**src/rtl/serial_subtractor_pkg.sv**
```systemverilog
// Shared definitions for the bit-serial subtractor: FSM state encoding
// and the helper that sizes the bit-step counter.
package serial_subtractor_pkg;

  localparam logic [1:0] S_IDLE  = 2'd0;
  localparam logic [1:0] S_SHIFT = 2'd1;
  localparam logic [1:0] S_DONE  = 2'd2;

  typedef enum logic [1:0] {
    ST_IDLE  = S_IDLE,
    ST_SHIFT = S_SHIFT,
    ST_DONE  = S_DONE
  } state_t;

  // Counter must hold 0..width, so it needs clog2(width+1) bits.
  function automatic int count_width(input int width);
    return $clog2(width + 1);
  endfunction

endpackage

```
**src/rtl/full_subtractor_behavioral.sv**
```systemverilog
// One-bit full subtractor cell: computes x - y - c_in, producing the
// difference bit and the borrow out to the next more significant bit.
module full_subtractor_behavioral (
  input  logic x,
  input  logic y,
  input  logic c_in,
  output logic diff,
  output logic c_out
);

  assign diff  = x ^ y ^ c_in;
  assign c_out = (~x & y) | (~(x ^ y) & c_in);

endmodule

```
**src/rtl/serial_subtractor.sv**
```systemverilog
// Bit-serial unsigned subtractor: a - b computed LSB first through a single
// full-subtractor cell, with the borrow carried in a flop between cycles.
// A start/busy/done handshake frames each WIDTH-cycle operation.
module serial_subtractor
  import serial_subtractor_pkg::*;
#(
  parameter int WIDTH = 8
) (
  input  logic             clk,
  input  logic             rst,
  input  logic             start,
  input  logic [WIDTH-1:0] a,
  input  logic [WIDTH-1:0] b,
  output logic             busy,
  output logic             done,
  output logic [WIDTH-1:0] result,
  output logic             borrow_out
);

  localparam int CW = count_width(WIDTH);
  localparam logic [CW-1:0] LAST_STEP = CW'(WIDTH - 1);

  state_t           state;
  logic [WIDTH-1:0] a_sr;
  logic [WIDTH-1:0] b_sr;
  logic             borrow;
  logic [CW-1:0]    count;
  logic             diff;
  logic             c_out;
  logic             accept;

  // The only arithmetic in the datapath: one bit of a - b per cycle.
  full_subtractor_behavioral u_cell (
    .x     (a_sr[0]),
    .y     (b_sr[0]),
    .c_in  (borrow),
    .diff  (diff),
    .c_out (c_out)
  );

  // A new request is taken only when no operation is in flight.
  assign accept = start && ((state == ST_IDLE) || (state == ST_DONE));

  // FSM, operand/result shift registers, borrow flop and registered handshake.
  always_ff @(posedge clk) begin
    if (rst) begin
      state      <= ST_IDLE;
      a_sr       <= '0;
      b_sr       <= '0;
      borrow     <= 1'b0;
      count      <= '0;
      result     <= '0;
      borrow_out <= 1'b0;
      busy       <= 1'b0;
      done       <= 1'b0;
    end else begin
      case (state)
        ST_SHIFT: begin
          a_sr   <= {1'b0, a_sr[WIDTH-1:1]};
          b_sr   <= {1'b0, b_sr[WIDTH-1:1]};
          result <= {diff, result[WIDTH-1:1]};
          borrow <= c_out;
          count  <= count + 1'b1;
          if (count == LAST_STEP) begin
            // Final bit: the cell's borrow is the answer to a < b.
            borrow_out <= c_out;
            state      <= ST_DONE;
            busy       <= 1'b0;
            done       <= 1'b1;
          end
        end
        default: begin
          // IDLE and DONE behave alike: accept a request or settle in IDLE.
          if (accept) begin
            a_sr   <= a;
            b_sr   <= b;
            borrow <= 1'b0;
            count  <= '0;
            result <= '0;
            state  <= ST_SHIFT;
            busy   <= 1'b1;
            done   <= 1'b0;
          end else begin
            state <= ST_IDLE;
            busy  <= 1'b0;
            done  <= 1'b0;
          end
        end
      endcase
    end
  end

endmodule
```
**config.mk**
```make
export PLATFORM = sky130hd
export DESIGN_NAME = serial_subtractor
export DESIGN_NICKNAME = d
export VERILOG_FILES = /design/src/rtl/serial_subtractor_pkg.sv /design/src/rtl/full_subtractor_behavioral.sv /design/src/rtl/serial_subtractor.sv
export SDC_FILE = /design/constraint.sdc
export NUM_CORES = 1
export LEC_CHECK = 0
export CORE_MARGIN = 10
export CORE_UTILIZATION = 40
export DETAILED_ROUTE_END_ITERATION = 8
export PLACE_DENSITY = 0.66
export SLEW_MARGIN = 0
export SYNTH_ARGS = -nofsm -noshare
export SYNTH_HDL_FRONTEND = slang
export SYNTH_HIERARCHICAL = 1
export SYNTH_SLANG_ARGS = --single-unit
```
**constraint.sdc**
```tcl
create_clock -name clk -period 1.34 [get_ports clk]
set_input_delay 0.335 -clock clk [delete_from_list [all_inputs] [get_ports clk]]
set_output_delay 0.335 -clock clk [all_outputs]
set_load 0.02 [all_outputs]
```
* Word level (Yosys, flattened, before mapping)
Index checks and enable logic that the tools add are counted.
** Cells by class
- Add/sub/neg operators :: 1
- Equal/unequal tests :: 4
- Mux-type cells :: 16
- Bitwise logic cells :: 8
- Reduce and logical (&&, ||, !) cells :: 7
** Operator list (count)
- $mux W7 :: 4
- $mux W8 :: 2
- $mux W4 :: 2
- $mux W1 :: 6
- $add A4 B1 Y4 const B :: 1
- $eq A4 B3 Y1 const B :: 1
- $mux W2 :: 2
- $reduce_or A2 Y1 :: 2
- $not A1 Y1 :: 3
- $and A1 B1 Y1 :: 2
- $eq A2 B1 Y1 const B :: 1
- $eq A2 B2 Y1 const B :: 1
- $logic_not A2 Y1 :: 1
- $ne A2 B2 Y1 const B :: 1
- $reduce_and A2 Y1 :: 1
- $reduce_bool A2 Y1 :: 1
- $xor A1 B1 Y1 :: 2
- $logic_and A1 B1 Y1 :: 1
- $logic_or A1 B1 Y1 :: 1
- $or A1 B1 Y1 :: 1
** Storage, ports and cells
- Bits in registers :: 34
- Input port bits :: 19
- Output and inout bits :: 11

* Logic depth before layout (Yosys ltp)
Gate-level depths: netlist of run 1.
- Depth in word-level cells :: 5
- Mapped depth :: 5

* Cells and area by module
The synthesis of run 1 kept the hierarchy.
** Modules (own cells, without submodules)
- serial_subtractor :: instances 1, cells each 126, area an instance 1310.0 µm², sequential area each 660.6 µm²
- full_subtractor_behavioral :: instances 1, cells each 4, area an instance 31.3 µm², sequential area each 0.0 µm²

* Worst setup path before layout of run 1
Ideal clock, no wire load.
- Kind :: register to register
- Start :: reg state[0]
- End :: reg count[3]
- Arrival time :: 1.204 ns
- Setup slack :: 0.015 ns
- Stages on the path, launching flop included :: 5
- Path buffers :: 1
- Period minus slack after synthesis :: 1.325 ns
- Cells stage by stage :: dfxtp_1 > and2b_4 > buf_8 > nand4_2 > mux2_4
** On the way
- Word-level cells in the longest chain between the ends :: 4
- Elaborated cells between the ends (all ways) :: 7
- Those cells by class :: eq/ne: 2; mux: 1; reduce/logical: 4
** Ends and longest elaborated chain
- from (decl) :: line serial_subtractor.sv:23 : state_t state;
- from (signal assigned) :: line serial_subtractor.sv:47 : state <= ST_IDLE;
- from (signal assigned) :: line serial_subtractor.sv:67 : state <= ST_DONE;
- from (signal assigned) :: line serial_subtractor.sv:80 : state <= ST_SHIFT;
- $eq A2 B2 Y1 or $logic_not A2 Y1 (tied branches) :: line serial_subtractor.sv:42 : assign accept = start && ((state == ST_IDLE) || (state == ST_DONE));
- $logic_or A1 B1 Y1 :: line serial_subtractor.sv:42
- $logic_and A1 B1 Y1 :: line serial_subtractor.sv:42
- $reduce_bool A2 Y1 (no line)
- to (signal assigned) :: line serial_subtractor.sv:63 : count <= count + 1'b1;
- to (decl) :: line serial_subtractor.sv:27 : logic [CW-1:0] count;
Several ways; a longest one is shown, not always the timed one.
A chain may end at the register's enable or synchronous reset.

* Worst setup path in the final report of run 1
- Start :: reg done
- End :: out done
** RTL lines
- from (decl) :: line serial_subtractor.sv:15 : output logic done,
- from (signal assigned) :: line serial_subtractor.sv:55 : done <= 1'b0;
- from (signal assigned) :: line serial_subtractor.sv:69 : done <= 1'b1;
- from (signal assigned) :: line serial_subtractor.sv:82 : done <= 1'b0;
No word-level cell between the ends.

==> impl_metrics.csv, run 1 <==
group,metric,value,unit
outcome,status,"finished, final reports clean",
route,met3_length,222,µm
setup_path,crit_path_top_delay_cell,"dfxtp_1",
synthesis,synth_fa_ha_area_share,2.43,%
synthesis,syn_area_per_cell,10.3,µm²
grt,grt_usage,10.6,%
synthesis,synthSimpleGateAreaFrac,14.6,%
hold_path,hp-class,"reg2reg",
cells_and_area,fillCellCount,318,
timing,tns,0,ns
setup_path,cp.depth,1,
timing,holdWs,0.472,ns
route,vias,1147,
cells_and_area,layout-drive-gt1-share,22.7,%
synthesis,yosysSeqAreaShare,49.3,%
route,detail_route.wirelength,3.27,mm
floorplan,die_area,6070,µm²
synthesis,ys.warnings.count,6,
hold_path,whs_path_depth,2,
setup_path,worstPathMaxFanout,2,
route,met1_length,1.42,mm
timing,worstMarginPinSlew,0.227,ns
clock_network,hold_buffers,0,
setup_path,critical_path_required,1.00,ns
timing,fin_crit,1.28,ns
cells_and_area,stdcell_count,216,
route,dr.pass1.iters,4,
synthesis,synthesis.area,1340,µm²
setup_path,crit_chain,"clkdlybuf4s15_2",
power_and_ir_drop,ir_drop,0.652,mV
clock_network,htree_levels,2,
clock_network,clk_latency,0.33,ns
synthesis,synth_top_family_by_area,"compound AO/OA/AOI/OAI gates",
synthesis,synth-seq-cells,33,
timing,fmax,0.778,GHz
setup_path,crit_family,"flip-flops",
placed_design,gp_congestion,0.709,
floorplan,rows,20,
floorplan,core,3130,µm²
grt,grt-ovfl-total,0,
route,met2_length,1.56,mm
floorplan,start_util,42.9,%
clock_network,cts_buffer_depth,2,
floorplan,die_w,77.9,µm
synthesis,synth_cell_type_count,27,
route,post_drt_wl_per_cell,15.1,µm
timing,hold_viol,0,
synthesis,synthesis.nets,151,
timing,rsz0062_at_grt,"yes",
route,antenna_left,0,
cells_and_area,nets,192,
clock_network,cts_root_buf,"clkbuf_4",
clock_network,cts_tree,"built",
setup_path,endpoint_kind,"output pin",
timing,slew_headroom,84.8,%
placed_design,post_dp_cell_area,1730,µm²
flow_run,cap_violations,0,
cells_and_area,stdcell_area,1770,µm²
grt,grt_max_degree,19,
cells_and_area,antenna_cells,0,
route,drt_iter0_markers,73,
setup_path,critPathLaunchType,"flip-flop",
timing,slew_violations,0,
power_and_ir_drop,powerDensity,1060,nW/µm²
clock_network,clk_pin_slew_worst_paths,0.09,ns
grt,grt_pass1_wl,5.12,mm
setup_path,cp_num_buf_inv,1,
grt,grt_pass1_vias,1154,
synthesis,synthXorXnorAreaFrac,0,%
timing,timing.final.crit_share,95.9,%
setup_path,arrival,0.95,ns
floorplan,die_h,77.9,µm
grt,antenna_found_initial,0,
timing,clock_skew,0.00719,ns
setup_path,r2r_cells,5,
route,via_per_inst,5.31,
setup_path,crit_type,"reg2out",
cells_and_area,seqCellArea,661,µm²
power_and_ir_drop,p_leak,0.000699,µW
route,drc,0,
placed_design,dp_cells,206,
clock_network,clkSinkCount,33,
route,highest_layer,"met4",
placed_design,hpwl,2.28,mm
synthesis,muxShareOfSynthArea,4.48,%
timing,finalSetupViolCount,0,
clock_network,numCtsBuffers,5,
synthesis,synth_compound_area_share,22.0,%
floorplan,io_pins,30,
placed_design,port_buffers,29,
synthesis,synthCells,130,
cells_and_area,area_growth,32.3,%
cells_and_area,multi_input_area,596,µm²
setup_path,cp_slowest_stage_delay,0.35,ns
## metal layers
metal / vias to the layer above / global-route usage [%]
li1: 561 / -
met3: 6 / 5.07
met2: 33 / 16.6
met4: 0 / 5.91
met5: - / 0
met1: 547 / 11.5
## tightest hold or removal path: stages, from the launching register on
cell,delay (ns)
dfxtp_1,0.33
inv_1,0.05
a211oi_1,0.06
## power by group
group	switching (µW)	internal [µW]
clock	312	209
combinational	149	166
sequential	24.5	1020
total	485	1400
## flip-flops by register name (all words and copies together) (netlist names)
| signal | count |
|---|---|
| borrow | 1 |
| a_sr | 8 |
| count | 4 |
| state | 2 |
| done | 1 |
| result | 8 |
| borrow_out | 1 |
| b_sr | 8 |
## cell usage in the layout (no fill, tap or decap), drive strengths merged, types with 4 or more instances in the layout
master and instances:
a21oi 16, a22o 10, a22oi 14, buf 22, clkbuf 9, clkdlybuf4s50 18
dfxtp 33, inv 4, nand2b 5, nand3 15, nor3 4
## final cells by class
| class | instances | share of cell area (%) |
|---|---|---|
| tap | 44 | 3.10 |
| clock buffer | 8 | 2.75 |
| sequential | 33 | 37.2 |
| inverter | 4 | 0.846 |
| timing repair buffer | 44 | 22.5 |
| multi-input combinational | 83 | 33.6 |
## what timing repair did
action | CTS | global route
setup endpoints to repair | 12 | 20
resized for setup | 34 | 10
endpoints found under the hold margin | 0 | 0
pin swaps | 0 | 1
gates cloned | 0 | 1
setup buffers | 0 | 1
## worst paths after layout
kind	startpoint	to	slack, ns
setup / recovery	done	done	0.06
hold / removal	done	done	0.47
setup reg to reg	state[0]	b_sr[3]	0.06
hold reg to reg	done	done	0.47
## cells by family (layout without fill, tap and decap cells)
logic type | count (synthesis) | count (layout)
AOI/OAI and AO/OA | 43 | 43
adders and majority gates | 2 | 2
buffers and inverters | 15 | 56
DFF | 33 | 33
muxes | 5 | 5
and+or+nand+nor | 32 | 33
## synth_stat cells
cell type	count	area share [%]
and2b_4	1	0.75
a22oi_1	14	7.8
fa_1	1	1.5
nor2b_1	1	0.47
nand3_1	15	5.6
nand4_2	1	0.93
clkbuf_1	2	0.56
nor2_1	2	0.56
buf_2	2	0.75
ha_1	1	0.93
mux2_4	2	2.2
nor3_1	3	1.1
a211oi_1	3	1.7
nor2_2	1	0.47
mux2i_1	3	2.2
buf_6	2	1.7
buf_4	3	1.7
inv_1	4	1.1
a22o_1	10	6.5
nor3b_1	1	0.56
nor3_4	1	1.2
buf_8	1	1.1
nand3b_1	1	0.56
nand2b_1	5	2.3
clkbuf_2	1	0.37
a21oi_1	16	6.0
dfxtp_1	33	49
## through the flow
step / total power (µW) / utilization (%) / setup WS, ns
3_3_place_gp: 1360 / 55.4 / -0.296
2_1_floorplan: 1240 / - / 0.0147
4_1_cts: 1890 / 57.3 / 0.000504
6_report: 1880 / 56.7 / 0.0551
5_1_grt: 1980 / 56.7 / -0.0257
3_5_place_dp: 1370 / 55.4 / -0.344
Note: power is estimated with default switching activity, not from simulation.
==> inputs of run 2 (changes only) <==
--- a/config.mk
+++ b/config.mk
@@ -9,7 +9,7 @@
 export CORE_UTILIZATION = 40
 export DETAILED_ROUTE_END_ITERATION = 8
 export PLACE_DENSITY = 0.66
-export SLEW_MARGIN = 0
+export SLEW_MARGIN = 5
 export SYNTH_ARGS = -nofsm -noshare
 export SYNTH_HDL_FRONTEND = slang
 export SYNTH_HIERARCHICAL = 1
==> results of run 2 <==
Final layout, timing and power as in run 1 (identical DEF).
==> inputs of run 3 (changes only) <==
--- a/config.mk
+++ b/config.mk
@@ -7,6 +7,7 @@
 export LEC_CHECK = 0
 export CORE_MARGIN = 10
 export CORE_UTILIZATION = 40
+export CTS_CLUSTER_SIZE = 14
 export DETAILED_ROUTE_END_ITERATION = 8
 export PLACE_DENSITY = 0.66
 export SLEW_MARGIN = 5
==> results of run 3 <==
Final layout, timing and power as in run 1 (identical DEF).
